==> src/rtl/cpu_pkg.sv <==
// Shared CPU definitions: datapath widths, reset PC and fetch FSM encoding.
// Fetch state constants stay plain localparams so legacy code can keep comparing raw 2-bit values.
package cpu_pkg;

    localparam int unsigned INSTR_W = 32;
    localparam int unsigned ADDR_W  = 32;
    localparam int unsigned JFIELD_W = 28;

    localparam logic [ADDR_W-1:0] RESET_PC_DEFAULT = 32'h0000_0000;

    localparam logic [1:0] FETCH_IDLE = 2'd0;
    localparam logic [1:0] FETCH_REQ  = 2'd1;
    localparam logic [1:0] FETCH_HOLD = 2'd2;

    // Branch targets are forced onto a word boundary.
    function automatic logic [ADDR_W-1:0] word_align(input logic [ADDR_W-1:0] addr);
        return addr & ~ADDR_W'(3);
    endfunction

endpackage

==> src/rtl/pc_next_sel.sv <==
// Next-PC selection: jump (region from pc_plus4) beats branch, which beats sequential.
// Purely combinational; the caller decides when the result is used.
module pc_next_sel
    import cpu_pkg::*;
(
    input  logic [ADDR_W-1:0]   pc_plus4,
    input  logic                jump,
    input  logic [JFIELD_W-1:0] jump_field,
    input  logic                branch,
    input  logic [ADDR_W-1:0]   branch_offset,
    output logic [ADDR_W-1:0]   next_pc
);

    always_comb begin
        next_pc = pc_plus4;
        if (jump) begin
            next_pc = {pc_plus4[ADDR_W-1:JFIELD_W], jump_field};
        end else if (branch) begin
            next_pc = word_align(pc_plus4 + branch_offset);
        end
    end

endmodule

==> src/rtl/fetch_pc_unit.sv <==
// Instruction-fetch stage: owns the PC, fetches over a req/ready handshake and holds
// one instruction for decode until it is consumed.
module fetch_pc_unit
    import cpu_pkg::*;
#(
    parameter logic [ADDR_W-1:0] RESET_PC = RESET_PC_DEFAULT
) (
    input  logic                clock,
    input  logic                reset,
    input  logic                stall,
    input  logic                jump,
    input  logic [JFIELD_W-1:0] jump_field,
    input  logic                branch,
    input  logic [ADDR_W-1:0]   branch_offset,
    output logic                imem_req,
    output logic [ADDR_W-1:0]   imem_addr,
    input  logic                imem_ready,
    input  logic [INSTR_W-1:0]  imem_rdata,
    output logic [INSTR_W-1:0]  instr,
    output logic                instr_valid,
    output logic [ADDR_W-1:0]   pc,
    output logic [ADDR_W-1:0]   pc_plus4
);

    logic [1:0]        state;
    logic [ADDR_W-1:0] fetch_pc;
    logic [ADDR_W-1:0] next_pc;
    logic              consume;

    // Handshake outputs are pure state decodes, so imem_ready never reaches imem_req.
    assign imem_req    = (state == FETCH_REQ);
    assign instr_valid = (state == FETCH_HOLD);
    assign imem_addr   = fetch_pc;
    assign pc_plus4    = pc + ADDR_W'(4);
    assign consume     = instr_valid && !stall;

    pc_next_sel u_pc_next_sel (
        .pc_plus4      (pc_plus4),
        .jump          (jump),
        .jump_field    (jump_field),
        .branch        (branch),
        .branch_offset (branch_offset),
        .next_pc       (next_pc)
    );

    always_ff @(posedge clock) begin
        if (reset) begin
            state    <= FETCH_IDLE;
            fetch_pc <= RESET_PC;
            instr    <= '0;
            pc       <= RESET_PC;
        end else begin
            case (state)
                FETCH_IDLE: begin
                    state <= FETCH_REQ;
                end
                FETCH_REQ: begin
                    if (imem_ready) begin
                        instr <= imem_rdata;
                        pc    <= fetch_pc;
                        state <= FETCH_HOLD;
                    end
                end
                FETCH_HOLD: begin
                    if (consume) begin
                        fetch_pc <= next_pc;
                        state    <= FETCH_REQ;
                    end
                end
                default: begin
                    state <= FETCH_IDLE;
                end
            endcase
        end
    end

endmodule
==> config.mk <==
export PLATFORM = sky130hd
export DESIGN_NAME = fetch_pc_unit
export DESIGN_NICKNAME = d
export VERILOG_FILES = /design/src/rtl/cpu_pkg.sv /design/src/rtl/pc_next_sel.sv /design/src/rtl/fetch_pc_unit.sv
export SDC_FILE = /design/constraint.sdc
export NUM_CORES = 1
export LEC_CHECK = 0
export ABC_CLOCK_PERIOD_IN_PS = 4500
export BUFFER_PORTS_ARGS = -buffer_cell sky130_fd_sc_hd__clkbuf_2
export CORE_MARGIN = 1.5
export CORE_UTILIZATION = 45
export DETAILED_ROUTE_END_ITERATION = 16
export PLACE_DENSITY_LB_ADDON = 0.1
export SLEW_MARGIN = 20
export SYNTH_ARGS = -nofsm -noshare
export SYNTH_HDL_FRONTEND = slang
export SYNTH_HIERARCHICAL = 1
export SYNTH_SLANG_ARGS = --single-unit
==> constraint.sdc <==
create_clock -name clock -period 4.5 [get_ports clock]
set_input_delay 0.45 -clock clock [delete_from_list [all_inputs] [get_ports clock]]
set_output_delay 0.45 -clock clock [all_outputs]
set_load 0.01 [all_outputs]
==> results.py, run 1 <==
metrics = {
    "detailed_routing": {
        "routed_via_density": 5.38,
        "drc": 0,
        "drt-total-wl_mm": 19.5,
        "drt_iter0_drc": 586,
        "vias": 6574,
        "postRouteAntennaNets": 0,
        "firstDrtPassIters": 5,
        "wl_per_cell_um": 15.9,
    },
    "yosys": {
        "synth_cell_types": 60,
        "synth_seq_cells": 98,
        "syn-num-nets": 963,
        "synth_xor_area_share_pct": 7.24,
        "synthAdderAreaFrac_pct": 6.41,
        "synth_top_family_by_area": "simple AND/OR/NAND/NOR gates",
        "yosysTopAreaCell": "dfxtp_1",
        "async_flop_share_pct": 0,
        "muxShareOfSynthArea_pct": 2.34,
        "ys_seq_area_share_pct": 32.4,
        "synthSimpleGateAreaFrac_pct": 25.9,
        "netlist_area_um2": 6050,
        "syn_inst": 834,
        "synth_edf_count": 0,
        "synthTopCellsByArea": "dfxtp_1 32%, nand2_1 14%, a21oi_1 11%",
        "ys_warn_count": 6,
        "synth_top_area_share_pct": 32.4,
        "avgSynthCellArea_um2": 7.25,
        "synth-compound-area-share_pct": 21.3,
        "synth_flop_cell": "dfxtp_1",
    },
    "run": {
        "drv_cap": 0,
    },
    "clock_network": {
        "path_clk_slew_ns": 0.06,
        "cts.sinks": 98,
        "postCtsHoldBufs": 0,
        "cts_inserted_buffers": 9,
        "worstSkewPairLatency_ns": 0.34,
        "post_cts_buffers": 0,
        "cts_root_buf": "clkbuf_16",
        "cts.htree.levels": 3,
        "cts.path.max_buffers": 2,
        "cts_tree": "yes",
        "ctsResizeCount": 0,
    },
    "timing": {
        "hold_viol_final": 0,
        "setup_viol": 0,
        "skew_ns": 0.00617,
        "tightest_slew_ns": 0.841,
        "fin_crit_sh_pct": 91.9,
        "slew_viol_final": 0,
        "slew_headroom_pct": 43.7,
        "worst_slack_ns": 0.366,
        "fin_tns_setup_ns": 0,
        "rsz0062_at_grt": "no",
        "max_freq_mhz": 242,
        "period_needed_ns": 4.13,
    },
    "die": {
        "start_util_pct": 45.8,
        "core_um2": 13200,
        "die_area_um2": 14100,
        "fp.dieH_um": 119,
        "rows": 42,
        "num_io_pins": 228,
        "dieWidth_um": 119,
    },
    "critical_path": {
        "critPathSlowestCell": "dfxtp_1",
        "critPathLaunch": "pc[4]",
        "path_class": "flop to flop",
        "max_stage_delay_ns": 0.48,
        "reg2reg_from": "pc[4]",
        "endpoint_kind": "flop",
        "crit_path_start_kind": "flop",
        "path_cells": "and4_1 -> and3_1 -> nand3_1 -> xnor2_1 -> ha_1 -> a21o_1 -> a21oi_1 -> nand2_1 -> a221oi_1 -> o22ai_1 -> o31ai_1 -> mux2_1 -> o21ai_1 -> nand2_1 -> a21oi_1",
        "path_max_fanout": 8,
        "arrival_ns": 4.40,
        "crit_required_ns": 4.77,
    },
    "grt": {
        "first_global_vias": 5875,
        "antenna_found_initial": 0,
        "grt_pass1_wl_mm": 30.2,
        "grt_usage_pct": 26.7,
        "grt_max_degree": 66,
        "overflow": 0,
    },
    "place": {
        "routabilityCongestion": 0.957,
        "hpwlAfterDp_mm": 14.9,
        "dp_cells": 1205,
        "pre_cts_ws_ns": 0.423,
        "numPortBuffers": 227,
    },
    "pwr": {
        "ir_worst_vdd_mv": 0.286,
        "power_mw": 1.91,
        "total_leakage_power_nw": 3.50,
        "power.density_nw_per_um2": 250,
    },
    "min_path": {
        "hp-start": "imem_rdata[28]",
        "min_path_type": "primary input to flop",
    },
    "layout": {
        "final_nets": 1169,
        "final_cells": 1221,
        "num_antenna_cells": 0,
        "final_cell_mix": "233 x nand2_1, 226 x clkbuf_2, 133 x a21oi_1",
        "syn_to_final_growth_pct": 26.2,
        "postLayoutCoreUtil_pct": 57.9,
        "drive_above_1_share_pct": 26.5,
        "layout_commonest_cell": "nand2_1",
    },
    "run_status": {
        "run_status": "finished clean",
    },
}
## flip-flops by register name, indices dropped and copies added (netlist names)
register / count
imem_addr: 32
instr: 32
pc: 32
state: 2
## per-stage QoR
step / hold WS [ns] / area [µm²]
floorplan: 0.481 / 6050
global placement: 0.442 / 7340
detailed placement: 0.448 / 7340
CTS: 0.316 / 7630
global route: 0.332 / 7630
finish: 0.326 / 7630
## report_power, final
| group | switching, mW | internal, mW | total (mW) |
|---|---|---|---|
| Combinational | 0.163 | 0.103 | 0.266 |
| Sequential | 0.0130 | 0.887 | 0.900 |
| Clock | 0.317 | 0.429 | 0.746 |
## logic make-up (layout without fill, tap and decap cells)
logic type               after synthesis  count (layout)
AO/OA/AOI/OAI                        222             222
XOR/XNOR                              50              50
adder cells (fa/ha/maj)               31              31
buffers and inverters                 66             277
flip-flops                            98              98
multiplexers                          14              14
AND/OR/NAND/NOR                      353             353
## worst paths after layout
path,end,slack [ns],cells after the start
worst max-delay path,imem_addr[26],0.37,15
worst min-delay path,instr[28],0.33,3
worst min register to register,instr[18],0.45,2
worst max register to register,imem_addr[26],0.37,15
## critical path: cells and delay by family (launching register included)
family                   cells  cell delay [ns]
AND/OR/NAND/NOR              5             0.92
flip-flops                   1             0.48
AO/OA/AOI/OAI                7             1.64
XOR/XNOR                     1             0.28
adder cells (fa/ha/maj)      1             0.37
multiplexers                 1             0.37
## synth_stat cells, types with 3 or more instances
| cell type | count |
|---|---|
| buf_2 | 6 |
| a21oi_1 | 133 |
| a311oi_1 | 3 |
| nand2b_1 | 6 |
| a21o_1 | 18 |
| inv_1 | 17 |
| and3_1 | 5 |
| nand4_1 | 20 |
| buf_4 | 3 |
| o31ai_1 | 3 |
| clkbuf_1 | 38 |
| a211oi_1 | 4 |
| nand3_1 | 17 |
| nor2_1 | 33 |
| nor2b_1 | 7 |
| dfxtp_1 | 98 |
| a21o_2 | 3 |
| o21ai_1 | 3 |
| nand2_1 | 233 |
| mux2i_1 | 13 |
| xor2_1 | 14 |
| a22oi_1 | 6 |
| a31oi_1 | 4 |
| xnor2_1 | 36 |
| nor3_1 | 8 |
| ha_1 | 31 |
| o21ai_0 | 27 |
## final cells by class
class                           count  area (µm²)
Multi-Input combinational cell    670        3830
Clock buffer                       11         233
Tap cell                          176         220
Timing Repair Buffer              244        1270
Fill cell                        1337        5560
Sequential cell                    98        1960
Inverter                           17        63.8
Clock inverter                      5        55.1
## layer usage
layer  GRT usage, %  part of all wire (%)
met3           4.89                   7.9
met4           8.43                   1.7
met5              0                     0
met1           38.2                    48
met2           40.7                    43
No activity file was read; power rests on OpenSTA's default activity.
==> inputs of run 2 (changes only) <==
--- a/config.mk
+++ b/config.mk
@@ -10,7 +10,7 @@
 export CORE_MARGIN = 1.5
 export CORE_UTILIZATION = 45
 export DETAILED_ROUTE_END_ITERATION = 16
-export PLACE_DENSITY_LB_ADDON = 0.1
+export PLACE_DENSITY = 0.83
 export SLEW_MARGIN = 20
 export SYNTH_ARGS = -nofsm -noshare
 export SYNTH_HDL_FRONTEND = slang
==> run 2 against run 1 <==
  * Sequential cell count stayed put
  * Maximum frequency grew 0.16%
  * Worst hold slack better by 0.0013 ns
  * Critical path depth is the same
  * Clock power increased by 9.2%
  * Total power is 3.5% higher
  * Non-clock buffer count shrank 3
  * Die area stayed put
  * Clock skew rose by 0.0010 ns
  * First-iteration DRC count is 5.3% higher
  * Wire length is 0.51% lower
  * Register-to-register slack about the same
  * Largest cell class unchanged
==> results.py, run 2 (synthesized netlist as in run 1, its figures left out) <==
metrics = {
    "pwr": {
        "ir_worst_vdd_mv": 0.259,
        "total_leakage_power_nw": 3.50,
        "p_int_mw": 1.48,
        "switching_power_mw": 0.500,
        "power_mw": 1.98,
        "combinationalPowerShare_pct": 13.3,
        "seq_power_share_pct": 45.5,
        "power.density_nw_per_um2": 259,
        "p_sw_share_pct": 25.3,
        "p_clk_share_pct": 41.2,
    },
    "timing": {
        "rsz0062_at_grt": "no",
        "slew_headroom_pct": 30.5,
        "max_freq_mhz": 242,
        "period_needed_ns": 4.13,
        "setup_viol": 0,
        "skew_ns": 0.00721,
        "slew_viol_final": 0,
        "tightest_slew_ns": 1.04,
        "fin_tns_setup_ns": 0,
        "fin_crit_sh_pct": 91.7,
        "hold_viol_final": 0,
    },
    "place": {
        "hpwlAfterDp_mm": 15.0,
        "numPortBuffers": 227,
        "routabilityCongestion": 0.967,
    },
    "clock_network": {
        "cts_inserted_buffers": 9,
        "postCtsHoldBufs": 0,
        "cts.sinks": 98,
        "worstSkewPairLatency_ns": 0.34,
        "cts.path.max_buffers": 2,
        "cts_tree": "yes",
        "ctsResizeCount": 0,
        "cts_root_buf": "clkbuf_16",
        "post_cts_buffers": 0,
        "cts.htree.levels": 3,
        "path_clk_slew_ns": 0.07,
    },
    "critical_path": {
        "path_max_fanout": 8,
        "crit_required_ns": 4.77,
        "endpoint_kind": "flop",
        "arrival_ns": 4.40,
        "crit_path_start_kind": "flop",
        "path_class": "flop to flop",
    },
    "die": {
        "start_util_pct": 45.8,
        "core_um2": 13200,
        "rows": 42,
        "num_io_pins": 228,
        "fp.dieH_um": 119,
        "die_area_um2": 14100,
        "dieWidth_um": 119,
    },
    "layout": {
        "syn_to_final_growth_pct": 26.3,
        "drive_above_1_share_pct": 26.4,
        "final_cell_mix": "233 x nand2_1, 226 x clkbuf_2, 133 x a21oi_1",
        "fill_cells": 1263,
        "layout_commonest_cell": "nand2_1",
        "num_antenna_cells": 0,
        "final_nets": 1166,
    },
    "detailed_routing": {
        "drt-total-wl_mm": 19.4,
        "firstDrtPassIters": 5,
        "drc": 0,
        "routed_via_density": 5.41,
        "wl_per_cell_um": 15.9,
        "postRouteAntennaNets": 0,
        "drt_iter0_drc": 617,
        "vias": 6592,
    },
    "grt": {
        "grt_pass1_wl_mm": 30.5,
        "first_global_vias": 6180,
        "antenna_found_initial": 0,
        "grt_max_degree": 66,
        "overflow": 0,
        "grt_usage_pct": 26.9,
    },
    "run": {
        "drv_cap": 0,
    },
    "min_path": {
        "min_path_type": "primary input to flop",
    },
    "run_status": {
        "run_status": "finished clean",
    },
}
## run 2: worst paths after layout
check | start | endpoint | slack, ns | cells past startpoint
max | pc[4] | imem_addr[26] | 0.37 | 15
min | imem_rdata[6] | instr[6] | 0.33 | 3
max reg2reg | pc[4] | imem_addr[26] | 0.37 | 15
min reg2reg | instr[19] | instr[19] | 0.45 | 2
## run 2: layout make-up
cell class / instances / area [µm²] / share of cell area (%)
Tap cell: 176 / 220 / 2.88
Clock inverter: 6 / 90.1 / 1.18
Timing Repair Buffer: 241 / 1240 / 16.2
Inverter: 17 / 63.8 / 0.835
Clock buffer: 10 / 229 / 3.00
Sequential cell: 98 / 1960 / 25.7
Multi-Input combinational cell: 670 / 3830 / 50.2
## run 2: metrics by stage
stage               setup slack (ns)  cell area [µm²]  std cells  hold slack (ns)  utilization (%)
global placement               0.557             7320       1202            0.441             55.5
detailed placement             0.434             7320       1202            0.445             55.5
finish                         0.373             7640       1218            0.327             57.9
CTS                            0.418             7630       1218            0.320             57.9
global route                 0.00969             7640       1218            0.326             57.9
floorplan                      0.695             6050        834            0.481                -
## run 2: critical path, cell delays in order (launching register included)
cell and delay, ns:
dfxtp_1 0.46, and4_1 0.28, and3_1 0.35, nand3_1 0.14, xnor2_1 0.34, ha_1 0.38, a21o_1 0.19, a21oi_1 0.18
nand2_1 0.07, a221oi_1 0.41, o22ai_1 0.21, o31ai_2 0.36, mux2_1 0.36, o21ai_1 0.13, nand2_1 0.07, a21oi_1 0.12
## run 2: power groups by stage
| stage | Sequential, mW | Clock [mW] | Combinational (mW) |
|---|---|---|---|
| after detailed placement | 0.920 | 0 | 0.260 |
| after global routing | 0.902 | 0.863 | 0.290 |
| after floorplan | 0.926 | 0 | 0.146 |
| after CTS | 0.900 | 0.826 | 0.262 |
| after global placement | 0.918 | 0 | 0.260 |
| final | 0.900 | 0.815 | 0.264 |
## run 2: metal layers
layer,track usage [%],wire length (µm),up-vias
li1,-,-,3296
met3,5.17,1720,42
met4,12.0,713,0
met5,0,0,-
met2,42.2,8620,300
met1,35.9,8310,2954
==> inputs of run 3 (changes only) <==
--- a/config.mk
+++ b/config.mk
@@ -7,6 +7,7 @@
 export LEC_CHECK = 0
 export ABC_CLOCK_PERIOD_IN_PS = 4500
 export BUFFER_PORTS_ARGS = -buffer_cell sky130_fd_sc_hd__clkbuf_2
+export CORE_ASPECT_RATIO = 1.2
 export CORE_MARGIN = 1.5
 export CORE_UTILIZATION = 45
 export DETAILED_ROUTE_END_ITERATION = 16
==> run 3 against run 2 <==
  * Register-to-register slack hardly changed
  * Clock-buffer cell count did not move
  * Combinational power about the same
  * Critical path type unchanged
==> results.py, run 3 (synthesized netlist as in run 1, its figures left out) <==
metrics = {
    "detailed_routing": {
        "drt_iter0_drc": 512,
        "wl_met3_mm": 1.56,
        "drc": 0,
        "wl_met2_mm": 9.26,
        "postRouteAntennaNets": 0,
        "firstDrtPassIters": 5,
        "wl_per_cell_um": 16.3,
        "routed_via_density": 5.48,
        "top_layer": "met4",
        "drt-total-wl_mm": 19.7,
        "vias": 6651,
        "wl_met1_mm": 8.26,
    },
    "critical_path": {
        "path_max_fanout": 8,
        "endpoint_kind": "flop",
        "regToRegEndpoint": "imem_addr[26]",
        "crit_required_ns": 4.78,
        "r2r_setup_slack_ns": 0.38,
        "crit_path_start_kind": "flop",
        "arrival_ns": 4.40,
        "rr_worst_depth": 15,
        "path_class": "flop to flop",
        "reg2reg_from": "pc[4]",
    },
    "clock_network": {
        "postCtsHoldBufs": 0,
        "cts_root_buf": "clkbuf_16",
        "cts_tree": "yes",
        "cts.htree.levels": 3,
        "cts.path.max_buffers": 2,
        "post_cts_buffers": 0,
        "path_clk_slew_ns": 0.07,
        "cts_inserted_buffers": 9,
        "worstSkewPairLatency_ns": 0.34,
        "cts.sinks": 98,
    },
    "layout": {
        "syn_to_final_growth_pct": 26.8,
        "layout_commonest_cell": "nand2_1",
        "fill_cells": 1245,
        "fin_area_um2": 7670,
        "multiInputGateArea_um2": 3830,
        "postLayoutCoreUtil_pct": 58.2,
        "seq_area_um2": 1960,
        "final_nets": 1170,
        "final_cell_mix": "233 x nand2_1, 226 x clkbuf_2, 133 x a21oi_1",
        "num_antenna_cells": 0,
        "drive_above_1_share_pct": 26.7,
    },
    "timing": {
        "slew_viol_final": 0,
        "fin_crit_sh_pct": 91.6,
        "hold_viol_final": 0,
        "max_freq_mhz": 243,
        "tightest_slew_ns": 0.780,
        "rsz0062_at_grt": "no",
        "whs_ns": 0.321,
        "setup_viol": 0,
        "period_needed_ns": 4.12,
        "skew_ns": 0.0128,
        "slew_headroom_pct": 47.8,
        "fin_tns_setup_ns": 0,
    },
    "place": {
        "hpwlAfterDp_mm": 15.3,
        "numPortBuffers": 227,
        "routabilityCongestion": 0.940,
        "postPlaceCellArea_um2": 7340,
    },
    "grt": {
        "first_global_vias": 5901,
        "grt_usage_pct": 27.3,
        "overflow": 0,
        "antenna_found_initial": 0,
        "grt_max_degree": 64,
        "grt_pass1_wl_mm": 29.9,
    },
    "min_path": {
        "whs_path_depth": 3,
        "hold_path_end": "instr[22]",
        "min_path_type": "primary input to flop",
        "hp-start": "imem_rdata[22]",
    },
    "pwr": {
        "ir_worst_vdd_mv": 0.282,
        "power.density_nw_per_um2": 260,
        "total_leakage_power_nw": 3.53,
        "power_mw": 2.00,
    },
    "die": {
        "core_um2": 13200,
        "num_io_pins": 228,
        "fp.dieH_um": 130,
        "dieWidth_um": 109,
        "die_area_um2": 14100,
        "rows": 46,
        "start_util_pct": 45.9,
    },
    "run_status": {
        "run_status": "finished clean",
    },
    "run": {
        "drv_cap": 0,
    },
}
## run 3: cell type report
class	instances	area share, %
clock buffers	10	2.99
clock inverters	6	1.27
inverters	17	0.832
multi-input cells	670	50.0
flip-flops and latches	98	25.6
well taps	168	2.74
repair buffers	245	16.6
## run 3: routing by layer
layer | track usage (%) | vias to the layer above
met4 | 11.5 | 0
met5 | 0 | -
li1 | - | 3290
met2 | 44.4 | 287
met3 | 6.39 | 45
met1 | 34.4 | 3029
## run 3: metrics by stage
stage,setup slack (ns),std cells
after floorplan,0.695,834
after global placement,0.537,1198
after detailed placement,0.396,1198
after CTS,0.364,1214
after global routing,0.0328,1214
final,0.377,1214
## run 3: report_power, final
| group | switching, mW | internal, mW | total, mW |
|---|---|---|---|
| combinational | 0.161 | 0.103 | 0.264 |
| sequential | 0.0127 | 0.887 | 0.899 |
| clock | 0.339 | 0.495 | 0.834 |
| total | 0.513 | 1.48 | 2.00 |
## run 3: how the worst max path moves through the flow
stage,start,endpoint,slack (ns),cells past startpoint
after global placement,pc[4],imem_addr[26],0.54,15
after detailed placement,pc[9],imem_addr[26],0.40,16
after floorplan,pc[2],imem_addr[29],0.69,17
after global routing,pc[4],imem_addr[26],0.03,15
after CTS,pc[9],imem_addr[26],0.36,16
final,pc[4],imem_addr[26],0.38,15
## run 3: timing repair
action,CTS,global route
resized for setup,0,1
hold endpoints to repair,0,0
endpoints found under the setup margin,0,1
## run 3: worst max-delay path, cell delays in order (launching register included)
cell	delay [ns]
dfxtp_1	0.46
and4_1	0.26
and3_1	0.35
nand3_1	0.14
xnor2_1	0.29
ha_1	0.37
a21o_1	0.20
a21oi_1	0.15
nand2_1	0.06
a221oi_1	0.42
o22ai_1	0.18
o31ai_1	0.48
mux2_1	0.38
o21ai_1	0.12
nand2_1	0.07
a21oi_1	0.12
